[src/rtl/audio_i2s_tx.sv]
// I2S transmitter: accepts stereo 16-bit PCM pairs through valid/ready and
// serialises them as 64-slot Philips I2S frames with internally generated BCLK/LRCK.
module audio_i2s_tx #(
    parameter int unsigned BCLK_DIV = 13
) (
    input  logic        clk,
    input  logic        reset,
    input  logic        sample_valid,
    input  logic [15:0] sample_l,
    input  logic [15:0] sample_r,
    output logic        sample_ready,
    input  logic        mute,
    output logic        underrun,
    output logic        i2s_bclk,
    output logic        i2s_lrck,
    output logic        i2s_data
);

    localparam logic [9:0] DIV_LAST = 10'(BCLK_DIV - 1);

    // Slot 0 carries the Philips one-bit delay; slots 1..16 are the word MSB-first.
    function automatic logic slot_bit(input logic [4:0] slot, input logic [15:0] word);
        logic [3:0] idx;
        logic       b;
        idx = 4'(5'd16 - slot);
        if ((slot != 5'd0) && (slot <= 5'd16)) begin
            b = word[idx];
        end else begin
            b = 1'b0;
        end
        return b;
    endfunction

    logic [9:0]  div_cnt_q, div_cnt_d;
    logic        bclk_q, bclk_d;
    logic [5:0]  bit_cnt_q, bit_cnt_d;
    logic        lrck_q, lrck_d;
    logic        data_q, data_d;
    logic        underrun_q, underrun_d;
    logic        ready_q, ready_d;
    logic        full_q, full_d;
    logic [15:0] hold_l_q, hold_l_d;
    logic [15:0] hold_r_q, hold_r_d;
    logic [15:0] frame_l_q, frame_l_d;
    logic [15:0] frame_r_q, frame_r_d;

    logic        tick_s;
    logic        fall_tick_s;
    logic        frame_load_s;
    logic        accept_s;
    logic [5:0]  bit_nxt_s;

    // Next-state logic for divider, slot counter, holding register and frame words.
    always_comb begin
        tick_s       = (div_cnt_q == DIV_LAST);
        fall_tick_s  = tick_s & bclk_q;
        frame_load_s = fall_tick_s & (bit_cnt_q == 6'd63);
        accept_s     = sample_valid & ready_q;
        bit_nxt_s    = bit_cnt_q + 6'd1;

        div_cnt_d  = div_cnt_q;
        bclk_d     = bclk_q;
        bit_cnt_d  = bit_cnt_q;
        lrck_d     = lrck_q;
        data_d     = data_q;
        underrun_d = 1'b0;
        full_d     = full_q;
        hold_l_d   = hold_l_q;
        hold_r_d   = hold_r_q;
        frame_l_d  = frame_l_q;
        frame_r_d  = frame_r_q;

        if (tick_s) begin
            div_cnt_d = 10'd0;
            bclk_d    = ~bclk_q;
        end else begin
            div_cnt_d = div_cnt_q + 10'd1;
            bclk_d    = bclk_q;
        end

        // An empty hold at load time repeats the previous pair rather than going silent.
        if (frame_load_s) begin
            underrun_d = ~full_q;
            if (mute) begin
                frame_l_d = 16'h0000;
                frame_r_d = 16'h0000;
            end else if (full_q) begin
                frame_l_d = hold_l_q;
                frame_r_d = hold_r_q;
            end else begin
                frame_l_d = frame_l_q;
                frame_r_d = frame_r_q;
            end
        end else begin
            underrun_d = 1'b0;
        end

        if (accept_s) begin
            hold_l_d = sample_l;
            hold_r_d = sample_r;
            full_d   = 1'b1;
        end else if (frame_load_s) begin
            full_d   = 1'b0;
        end else begin
            full_d   = full_q;
        end

        if (fall_tick_s) begin
            bit_cnt_d = bit_nxt_s;
            lrck_d    = bit_nxt_s[5];
            data_d    = slot_bit(bit_nxt_s[4:0], bit_nxt_s[5] ? frame_r_d : frame_l_d);
        end else begin
            bit_cnt_d = bit_cnt_q;
            lrck_d    = lrck_q;
            data_d    = data_q;
        end

        ready_d = ~full_d;
    end

    // State register with synchronous reset; ready stays low while reset is held.
    always_ff @(posedge clk) begin
        if (reset) begin
            div_cnt_q  <= 10'd0;
            bclk_q     <= 1'b0;
            bit_cnt_q  <= 6'd0;
            lrck_q     <= 1'b0;
            data_q     <= 1'b0;
            underrun_q <= 1'b0;
            ready_q    <= 1'b0;
            full_q     <= 1'b0;
            hold_l_q   <= 16'h0000;
            hold_r_q   <= 16'h0000;
            frame_l_q  <= 16'h0000;
            frame_r_q  <= 16'h0000;
        end else begin
            div_cnt_q  <= div_cnt_d;
            bclk_q     <= bclk_d;
            bit_cnt_q  <= bit_cnt_d;
            lrck_q     <= lrck_d;
            data_q     <= data_d;
            underrun_q <= underrun_d;
            ready_q    <= ready_d;
            full_q     <= full_d;
            hold_l_q   <= hold_l_d;
            hold_r_q   <= hold_r_d;
            frame_l_q  <= frame_l_d;
            frame_r_q  <= frame_r_d;
        end
    end

    assign sample_ready = ready_q;
    assign underrun     = underrun_q;
    assign i2s_bclk     = bclk_q;
    assign i2s_lrck     = lrck_q;
    assign i2s_data     = data_q;

endmodule

[config.mk]
export PLATFORM = sky130hd
export DESIGN_NAME = audio_i2s_tx
export DESIGN_NICKNAME = d
export VERILOG_FILES = /design/src/rtl/audio_i2s_tx.sv
export SDC_FILE = /design/constraint.sdc
export NUM_CORES = 1
export LEC_CHECK = 0
export ABC_AREA = 1
export BUFFER_PORTS_ARGS = -buffer_cell sky130_fd_sc_hd__buf_2
export CORE_MARGIN = 2
export CORE_UTILIZATION = 53
export DETAILED_ROUTE_END_ITERATION = 8
export PLACE_DENSITY = 0.75
export SKIP_CTS_REPAIR_TIMING = 1
export SLEW_MARGIN = 10
export SYNTH_ARGS = -nofsm -noshare
export SYNTH_HDL_FRONTEND = slang
export SYNTH_SLANG_ARGS = --single-unit
[constraint.sdc]
create_clock -name clk -period 2.2 [get_ports clk]
set_clock_uncertainty 0.1 [all_clocks]
set_input_delay 0 -clock clk [delete_from_list [all_inputs] [get_ports clk]]
set_output_delay 0 -clock clk [all_outputs]
set_load 0.005 [all_outputs]
==> impl_metrics.ini <==
[power]
comb_power_share_pct = 9.3
ir_worst_vdd_mv = 0.5428
cellLeakagePower_nw = 2.203
clkPwrFrac_pct = 39.2
internal_power_mw = 2.393
p_seq_share_pct = 51.5
switching_share_pct = 23.55
p_per_area_mw_per_mm2 = 590.2
p_sw_mw = 0.7370

[cts]
clkSinkCount = 85
cts.clk_slew.worst_paths_ps = 80
numCtsBuffers = 9
cts_max_path_buffers = 2
worstSkewPairLatency_ps = 350
root_buffer = clkbuf_8
cts_tree = built
htree_levels = 3

[yosys]
ys_types = 34
synth_seq_cells = 85
yosys.area_share.simple_pct = 34.89
synth.avg_cell_area_um2 = 6.680
synth_mux_area_share_pct = 0
yosys_warnings = 0
synth_fa_ha_area_share_pct = 1.154
async_flop_share_pct = 0
synth-compound-area-share_pct = 12.73
netlist_instances = 649
syn-cell-area_mm2 = 0.004335
synth_edf_count = 0
synth_nets = 689
ys.flop_type = dfxtp_1
yosysSeqAreaShare_pct = 39.25
synthXorXnorAreaFrac_pct = 1.443
synth_top_family_by_area = simple AND/OR/NAND/NOR gates

[floorplan]
chipWidth_um = 94.45
core-area_mm2 = 0.007807
dieArea_mm2 = 0.008920
dieHeight_um = 94.45
placementRows = 32
io_pins = 41
start_util_pct = 55.53

[setup_path]
cpPeakStageDelay_ps = 340
crit_buf_inv = 3
crit_chain = inv_1 -> ha_2 -> nand3_4 -> nor3_2 -> buf_6 -> nand4_1 -> nand3_1 -> nand3_1 -> nand2_1 -> inv_1 -> nand3_1 -> nand3_1 -> nand3_2 -> a21oi_2
worstPathArrival_ps = 2250
crit_start = div_cnt_q[1]
ff2ff_setup_slack_ps = 80
reg2reg_from = div_cnt_q[1]
cp_common_cell = nand3_1
crit_slowest_cell = dfxtp_2
reg2reg_depth = 14
cp_max_fo = 14
path_class = register to register
setup.worst_path.end_class = register
cp_top_family = simple AND/OR/NAND/NOR gates
required_ps = 2330
cp.depth = 14
reg2reg_to = i2s_data
worst_setup_path_start_kind = register

[sta]
grt_setup_unrepaired = true
slew_viol_final = 0
layout_setup_ws_ps = 84.32
setup_viol = 0
tightest_slew_ps = 534.9
min_period_over_period_pct = 96.17
fmax_mhz = 472.7
slew_headroom_pct = 64.30
hold_viol_final = 0
period_minus_slack_ps = 2116

[global_route]
grt.busiest_layer = met2
antenna_found_initial = 0
grt_overflow = 0
grt_pass1_vias = 3971
grt_use_met2_pct = 42.56
grt_max_degree = 39
grtUsageMet3_pct = 3.432
grt_first_pass_wirelength_um = 17530
grt_usage_pct = 24.68
global_route.usage.met1_pct = 31.28

[finish]
n_antenna_cell = 0
mostFrequentLayoutCells = 160 x nand2_1, 97 x nor2_1, 82 x dfxtp_1
final_common_cell = nand2_1
fin_nets = 758
register_area_mm2 = 0.001705
fillers = 679
multiInputGateArea_mm2 = 0.002243
area_delta_synth_final_pct = 22.31
finalInstanceArea_mm2 = 0.005303
drive_gt1_share_pct = 14.94
post-route-util_pct = 67.92

[drt]
drt-initial-drc-count = 218
drc = 0
wl_um = 10950
dr.pass1.iters = 5
routed_via_density = 5.147
vias = 4246
wl_per_cell_um = 13.27
final_antenna_net_count = 0

[min_path]
holdPathEnd = hold_l_q[7]
hp-class = primary input to register
hp-start = sample_valid
whs_path_depth = 4

[placed_design]
portBuffers = 40
post_dp_cell_area_mm2 = 0.004653
preCtsSetupSlack_ps = 38.58
gp_congestion = 0.9224
dp_hpwl_um = 7112

[run]
max_cap_violations = 0

[status]
status = complete, no violations
cell families (layout without fill, tap and decap cells):
group           after synthesis  count (layout)
compound gates              101             101
flops                        85              85
fa+ha+maj                     4               4
simple gates                347             347
xor+xnor                      5               5
buf+inv                     107             181
power by group through the flow:
| stage | logic [mW] | clock network (mW) | registers (mW) |
|---|---|---|---|
| 2_1_floorplan | 0.158 | 0 | 1.64 |
| 3_3_place_gp | 0.231 | 0 | 1.65 |
| 3_5_place_dp | 0.240 | 0 | 1.65 |
| 4_1_cts | 0.240 | 1.24 | 1.61 |
| 5_1_grt | 0.327 | 1.31 | 1.62 |
| 6_report | 0.290 | 1.23 | 1.61 |
cell usage after synthesis (5+ instances only):
cell type  count  area, µm²
a21oi_1       22      110.1
buf_2          7      35.03
buf_6          5      56.30
clkbuf_1      21      78.83
dfxtp_1       85       1702
inv_1         69      259.0
nand2_1      161      604.3
nand2_2        6      37.54
nand3_1       45      225.2
nand4_1       13      81.33
nor2_1        99      371.6
nor3_1         5      25.02
nor3b_1        5      37.54
o211ai_1      16      120.1
o21ai_0       56      280.3
flip-flops by register name, indices dropped and copies added, names as in the netlist:
name,cells
div_cnt_q,10
i2s_data,1
frame_l_q,16
hold_l_q,16
full_q,1
underrun,1
hold_r_q,16
i2s_bclk,1
bit_cnt_q,6
frame_r_q,16
sample_ready,1
metrics by stage:
step	total power, mW	cells	hold slack, ps	setup TNS [ps]
after floorplan	1.799	649	66.68	0
after global placement	1.877	775	148.5	0
after detailed placement	1.887	775	162.7	0
after CTS	3.089	791	-205.5	0
after global routing	3.258	825	88.35	-88.46
final	3.130	825	49.86	0
layer usage:
layer,up-vias,wire [µm]
li1,2213,-
met1,1904,4986
met2,113,5305
met3,16,487
met4,0,165
met5,-,0
area by class of cell:
cell class,count,area share (%)
Tap cell,102,2.407
Timing Repair Buffer,94,13.90
Clock buffer,13,2.808
Clock inverter,3,1.298
Multi-Input combinational cell,457,42.31
Sequential cell,85,32.16
Inverter,71,5.120
worst min-delay path, delay by kind of cell:
family                 cells  cell delay [ps]
buffers and inverters      2              260
AO/OA/AOI/OAI              1              140
AND/OR/NAND/NOR            1               60
worst max-delay path by stage:
| stage | slack [ps] | to |
|---|---|---|
| floorplan | 90 | i2s_data |
| global placement | 120 | i2s_data |
| detailed placement | 40 | i2s_data |
| CTS | 2 | i2s_data |
| global route | -90 | i2s_data |
| finish | 80 | i2s_data |
No activity file was read; power rests on OpenSTA's default activity.
